===== src/rtl/dmem_responder_if.sv =====
// rtl/dmem_responder_if.sv - processor data-memory port bundle (request lines, readData, stall)
interface dmem_responder_if #(
    parameter int N  = 64,
    parameter int AW = 6
);
    logic          memRead;
    logic          memWrite;
    logic [AW-1:0] address;
    logic [N-1:0]  writeData;
    logic [N-1:0]  readData;
    logic          stall;

    modport master (
        output memRead, memWrite, address, writeData,
        input  readData, stall
    );

    modport slave (
        input  memRead, memWrite, address, writeData,
        output readData, stall
    );
endinterface


===== src/rtl/dmem_responder.sv =====
// rtl/dmem_responder.sv - multi-cycle data memory with WAIT wait states; DMEM_DUMP_EN adds a sequential dump port
module dmem_responder #(
    parameter int N    = 64,
    parameter int AW   = 6,
    parameter int WAIT = 2
) (
    input  logic           clk,
    input  logic           reset,
    dmem_responder_if.slave bus,
    input  logic           dump,
    output logic           dump_valid,
    output logic [AW-1:0]  dump_addr,
    output logic [N-1:0]   dump_data
);
    localparam int DEPTH = 2 ** AW;

`ifdef DMEM_DUMP_EN
    typedef enum logic [1:0] {IDLE, BUSY, DONE, DUMP} state_t;
`else
    typedef enum logic [1:0] {IDLE, BUSY, DONE} state_t;
`endif

    state_t        state;
    logic [3:0]    cnt;
    logic          op_write;
    logic [AW-1:0] addr_q;
    logic [N-1:0]  wdata_q;
    logic          req;

    // Contents survive reset; only the declaration clears them.
    logic [N-1:0]  mem [DEPTH] = '{default: '0};

`ifdef DMEM_DUMP_EN
    logic dump_q;
    logic dump_pend;
`else
    logic unused_dump;
    assign unused_dump = dump;
    assign dump_valid  = 1'b0;
    assign dump_addr   = '0;
    assign dump_data   = '0;
`endif

    assign req = bus.memRead | bus.memWrite;

    always_comb begin
        bus.stall = 1'b0;
        if (!reset) begin
            case (state)
                IDLE:    bus.stall = req;
                BUSY:    bus.stall = 1'b1;
`ifdef DMEM_DUMP_EN
                DUMP:    bus.stall = 1'b1;
`endif
                default: bus.stall = 1'b0;
            endcase
        end
    end

    always_ff @(posedge clk) begin
        if (reset) begin
            state        <= IDLE;
            cnt          <= '0;
            op_write     <= 1'b0;
            addr_q       <= '0;
            wdata_q      <= '0;
            bus.readData <= '0;
`ifdef DMEM_DUMP_EN
            dump_q       <= 1'b0;
            dump_pend    <= 1'b0;
            dump_valid   <= 1'b0;
            dump_addr    <= '0;
            dump_data    <= '0;
`endif
        end else begin
`ifdef DMEM_DUMP_EN
            dump_q <= dump;
            if (dump && !dump_q)
                dump_pend <= 1'b1;
`endif
            case (state)
                IDLE: begin
                    if (req) begin
                        op_write <= bus.memWrite;
                        addr_q   <= bus.address;
                        wdata_q  <= bus.writeData;
                        cnt      <= (WAIT == 0) ? 4'd0 : 4'(WAIT - 1);
                        // With no wait states the access happens on the accepting edge.
                        if (WAIT == 0) begin
                            if (bus.memWrite)
                                mem[bus.address] <= bus.writeData;
                            else
                                bus.readData <= mem[bus.address];
                            state <= DONE;
                        end else begin
                            state <= BUSY;
                        end
                    end
`ifdef DMEM_DUMP_EN
                    else if (dump_pend) begin
                        dump_pend  <= 1'b0;
                        dump_valid <= 1'b1;
                        dump_addr  <= '0;
                        dump_data  <= mem[0];
                        state      <= DUMP;
                    end
`endif
                end
                BUSY: begin
                    if (cnt == 4'd0) begin
                        if (op_write)
                            mem[addr_q] <= wdata_q;
                        else
                            bus.readData <= mem[addr_q];
                        state <= DONE;
                    end else begin
                        cnt <= cnt - 4'd1;
                    end
                end
                // The request that just completed is still asserted here; ignore it.
                DONE: state <= IDLE;
`ifdef DMEM_DUMP_EN
                DUMP: begin
                    if (dump_addr == '1) begin
                        dump_valid <= 1'b0;
                        dump_addr  <= '0;
                        dump_data  <= '0;
                        state      <= IDLE;
                    end else begin
                        dump_addr <= dump_addr + 1'b1;
                        dump_data <= mem[dump_addr + 1'b1];
                    end
                end
`endif
                default: state <= IDLE;
            endcase
        end
    end
endmodule


===== src/flat_wrapper.sv =====
// flat-port wrapper written by rule: the top's interface ports become plain ports
module dmem_responder_flat 
#(
    parameter int N    = 64,
    parameter int AW   = 6,
    parameter int WAIT = 2
)
  (clk, reset, dump, dump_valid, dump_addr, dump_data, bus_memRead, bus_memWrite, bus_address, bus_writeData, bus_readData, bus_stall);
  dmem_responder_if #(.N(N), .AW(AW)) bus_i ();
  input  logic clk;
  input  logic reset;
  input  logic dump;
  output logic dump_valid;
  output logic [AW-1:0] dump_addr;
  output logic [N-1:0] dump_data;
  input wire logic [$bits(bus_i.memRead)-1:0] bus_memRead;
  input wire logic [$bits(bus_i.memWrite)-1:0] bus_memWrite;
  input wire logic [$bits(bus_i.address)-1:0] bus_address;
  input wire logic [$bits(bus_i.writeData)-1:0] bus_writeData;
  output wire logic [$bits(bus_i.readData)-1:0] bus_readData;
  output wire logic [$bits(bus_i.stall)-1:0] bus_stall;
  assign bus_i.memRead = bus_memRead;
  assign bus_i.memWrite = bus_memWrite;
  assign bus_i.address = bus_address;
  assign bus_i.writeData = bus_writeData;
  assign bus_readData = bus_i.readData;
  assign bus_stall = bus_i.stall;
  dmem_responder #(.N(N), .AW(AW), .WAIT(WAIT)) u_core (.clk(clk), .reset(reset), .bus(bus_i), .dump(dump), .dump_valid(dump_valid), .dump_addr(dump_addr), .dump_data(dump_data));
endmodule

===== config.mk =====
export PLATFORM = sky130hd
export DESIGN_NAME = dmem_responder_flat
export DESIGN_NICKNAME = d
export VERILOG_FILES = /design/src/rtl/dmem_responder_if.sv /design/src/rtl/dmem_responder.sv /design/src/flat_wrapper.sv
export SDC_FILE = /design/constraint.sdc
export NUM_CORES = 2
export LEC_CHECK = 0
export ABC_CLOCK_PERIOD_IN_PS = 6800
export CAP_MARGIN = 10
export CELL_PAD_IN_SITES_DETAIL_PLACEMENT = 0
export CELL_PAD_IN_SITES_GLOBAL_PLACEMENT = 1
export CORE_MARGIN = 1.5
export CORE_UTILIZATION = 55
export CTS_CLUSTER_DIAMETER = 80
export CTS_CLUSTER_SIZE = 20
export DETAILED_ROUTE_END_ITERATION = 6
export HOLD_SLACK_MARGIN = 0.06
export PLACE_DENSITY_LB_ADDON = 0.1
export SLEW_MARGIN = 40
export SYNTH_ARGS = -nofsm -noshare
export SYNTH_HDL_FRONTEND = slang
export SYNTH_SLANG_ARGS = --single-unit

===== constraint.sdc =====
create_clock -name clk -period 6.8 [get_ports clk]
set_input_delay 1.7 -clock clk [delete_from_list [all_inputs] [get_ports clk]]
set_output_delay 1.7 -clock clk [all_outputs]
set_load 0.01 [all_outputs]

==> PnR_summary.wiki <==
{| class="wikitable"
! Metric !! Value
|-
| Antenna violations before repair || 24
|-
| Worst hold slack after final layout || 0.4556 ns
|-
| Die extent in x || 544.4 um
|-
| CTS root buf || sky130_fd_sc_hd__clkbuf_16
|-
| Hold crit path type || flip-flop to flip-flop
|-
| Delay contributed by the slowest stage of the critical path || 0.57 ns
|-
| Static leakage power || 54.12 nW
|-
| Global-route wire length before repair || 706.5 mm
|-
| Final cell count without fillers || 12836
|-
| Number of logic stages on the critical path including buffering || 4
|-
| Core Footprint || 291300 um^2
|-
| Die area || 296400 um^2
|-
| Capturing element type of the critical path || primary output
|-
| Weighted congestion at the end of routability-driven global placement || 0.8310
|-
| Syn Area/Cell || 18.76 um^2
|-
| Antenna viol nets, final || 0
|-
| Area fraction in compound gates after synthesis || 7.532%
|-
| Final setup violation count || 0
|-
| Main combinational cell family by area after synthesis || multiplexers
|-
| Run status || complete, no violations
|-
| Number of buffers on the longest clock path || 4
|-
| Count of boundary I/O pins || 211
|-
| Synth unique cells || 68
|-
| Number of DRC violations after detailed-routing iteration 0 || 15384
|-
| Vertical die dimension || 544.4 um
|-
| Number of enable-type register cells in the synthesized netlist || 4096
|-
| Worst-path fanout max || 3
|-
| Vias per Instance || 7.045
|-
| Setup total negative slack || 0 ns
|-
| Cts-stage hold buffer count || 0
|-
| Total power divided by cell area || 283.5 nW/um^2
|-
| Launch point of the worst path || bus_memWrite
|-
| Transition time of the tightest slew-check pin || 0.9448 ns
|-
| Latest clock arrival within the worst-skew pair || 0.98 ns
|-
| Number of warning messages in the yosys log || 0
|-
| Number of vias in the routed layout || 90435
|-
| Critical Setup Path Class || input port to primary output
|-
| Area overhead of the layout relative to synthesis || 9.072%
|-
| Origin of the worst min-delay path || u_core.wdata_q[52]
|-
| H-tree depth || 4
|-
| Proportion of register bits with asynchronous set or reset after synthesis || 0%
|-
| Count of endpoints failing hold in the final timing report || 0
|-
| Starting density of the core || 55.33%
|-
| Site row count || 198
|-
| # placed instances || 12381
|-
| Final worst clock skew || 0.07490 ns
|-
| Share of synthesized area spent on multiplexers || 10.04%
|-
| Buffer count from post-CTS setup fixing || 0
|-
| Share of layout cells above drive strength 1 || 13.62%
|-
| Data required, critical path || 5.10 ns
|-
| Design Power || 49.86 mW
|-
| Grt ovf || 0
|-
| Final layout net count || 8812
|-
| R2R depth || 9
|-
| Clock-pin slew on the worst setup and hold paths || 0.08 ns
|-
| Wire per inst || 40.65 um
|-
| Overall routed net length || 521.7 mm
|-
| Setup repair after global routing missed its margin || no
|-
| Final critical-path share of the clock period || 69.00%
|-
| Simple-Gate Fraction of Synth Area || 2.158%
|-
| Launch point of the worst reg-to-reg path || u_core.cnt[0]
|-
| TritonCTS clock tree || yes
|-
| Maximum vdd ir drop || 0.2798 mV
|-
| Count of state elements after synthesis || 4237
|-
| GRT Util Overall || 34.97%
|-
| Number of buffers inserted by port buffering || 138
|-
| Achievable Freq || 0.2131 GHz
|-
| CTS-repair resized insts || 0
|-
| CTS sink cnt || 4237
|-
| Critical path arrival || 2.99 ns
|-
| Post-Syn Instances || 8592
|-
| Total standard cell area after synthesis || 161200 um^2
|-
| Detailed Place HPWL || 285.7 mm
|-
| Cell count of the worst hold path || 2
|-
| Slew Limit Fails || 0
|-
| Cell with the biggest individual delay on the critical path || sky130_fd_sc_hd__clkdlybuf4s50_1
|-
| Dominant delay contributor by cell family on the critical path || buffers and inverters
|-
| Crit-path cells || clkdlybuf4s50_1 -> nor3_1 -> nor3_1 -> clkdlybuf4s50_1
|-
| Detailed-routing iteration count for the pre-antenna-repair pass || 6
|-
| Adder and majority cell fraction of the synthesized area || 0.01552%
|-
| Normalized max-slew margin || 37.01%
|-
| CP startpoint kind || input port
|-
| DRC violation count after routing || 0
|-
| Number of buffers and inverters on the critical path || 2
|-
| Clock buffers created by TritonCTS || 236
|-
| Worst reg2reg setup slack || 2.50 ns
|-
| Minimum clock period after layout || 4.692 ns
|-
| Leading register cell type out of synthesis || sky130_fd_sc_hd__edfxtp_1
|-
| Share of synthesized area occupied by flip-flops and latches || 78.05%
|-
| Number of global-route vias before repair || 85630
|-
| Xor/xnor cell area share of the yosys netlist || 0.01087%
|-
| Pin count of the biggest net entering global routing || 117
|-
| Max-cap viol count || 0
|}
[through the flow]
step | worst slack (ns) | util, % | area (um^2)
2_1_floorplan | 1.096 | - | 161500
3_3_place_gp | 1.508 | 57.73 | 168200
3_5_place_dp | 1.570 | 57.88 | 168600
4_1_cts | 2.107 | 60.21 | 175400
5_1_grt | 2.033 | 60.34 | 175800
6_report | 2.108 | 60.35 | 175800
[power breakdown]
part           switching [mW]  total (mW)  internal (mW)
registers               0.398        29.5           29.1
logic                    3.73        5.43           1.70
clock network            8.28        15.0           6.67
total                    12.4        49.9           37.4
[logic make-up (layout without fill, tap and decap cells)]
kind of cell             Yosys count  after routing
flip-flops                      4237           4237
XOR/XNOR                           2              2
buffers and inverters            661            912
multiplexers                    1185           1185
adder cells (fa/ha/maj)            2              2
AO/OA/AOI/OAI                   1664           1664
AND/OR/NAND/NOR                  840            840
other                              1             94
[final cells by class]
cell class / instances / area, um^2
diodes: 23 / 57.56
clock buffers: 401 / 6568
clock inverters: 15 / 202.7
fillers: 21046 / 115500
inverters: 6 / 45.04
multi-input cells: 3764 / 32830
flip-flops and latches: 4237 / 126000
well taps: 3900 / 4880
repair buffers: 490 / 5295
[cell usage in the layout, fill, tap and decap left out, drive strengths merged, types with 203 or more instances in the layout]
master	synthesis	layout
edfxtp	4096	4096
mux2i	757	757
a221oi	585	585
clkbuf	201	402
nor2	379	379
buf	454	352
mux4	337	337
nand2	322	322
o22ai	227	227
o21ai	207	207
a21oi	203	203
[path summary, 6_finish.rpt]
path	endpoint
setup / recovery	bus_stall
hold / removal	u_core.wdata_q[52]
setup reg to reg	u_core.mem[15][33]
hold reg to reg	u_core.wdata_q[52]
[flip-flops by register name, indices dropped and copies added (netlist names)]
name                 count
u_core.mem            4096
u_core.state             2
u_core.wdata_q          64
u_core.cnt               4
u_core.bus.readData     64
u_core.op_write          1
u_core.addr_q            6
[tightest hold or removal path: cells and delay by family, from the launching register on]
family / cells / cell delay, ns
AOI/OAI and AO/OA: 1 / 0.05
and+or+nand+nor: 1 / 0.05
DFF: 1 / 0.32
[cell usage after synthesis, drive strengths merged, types with 4 or more instances]
master	count	area (um^2)
edfxtp	4096	123000
mux2i	757	7577
a221oi	585	5136
buf	454	2750
nor2	379	1428
mux4	337	7590
nand2	322	1211
o22ai	227	1420
o21ai	207	1036
a21oi	203	1016
clkbuf	201	754.5
a22oi	168	1261
dfxtp	141	2823
mux2	91	1025
nand3	62	310.3
a31oi	39	250.2
o22a	31	271.5
a22o	30	262.8
a211oi	28	210.2
a311oi	18	157.7
o31a	18	157.7
o2111ai	17	148.9
o21a	16	120.1
nor2b	15	93.84
o211ai	15	112.6
a2111oi	13	113.9
and4	11	96.34
nand4	11	68.82
nor3	9	45.04
o2bb2ai	8	70.07
inv	6	25.02
nand2b	6	37.54
o2111a	6	67.56
o21bai	6	45.04
o41a	6	67.56
o311a	5	50.05
a221o	4	40.04
and3	4	25.02
o221ai	4	35.03
[metal layers]
layer	global-route usage (%)	vias to the layer above	part of all wire, %
met5	0	-	0.057
met4	12.78	4	4.0
met3	6.784	918	12
met2	54.09	6278	46
met1	49.89	47820	38
li1	-	35415	-
(Power assumes the default switching activity.)
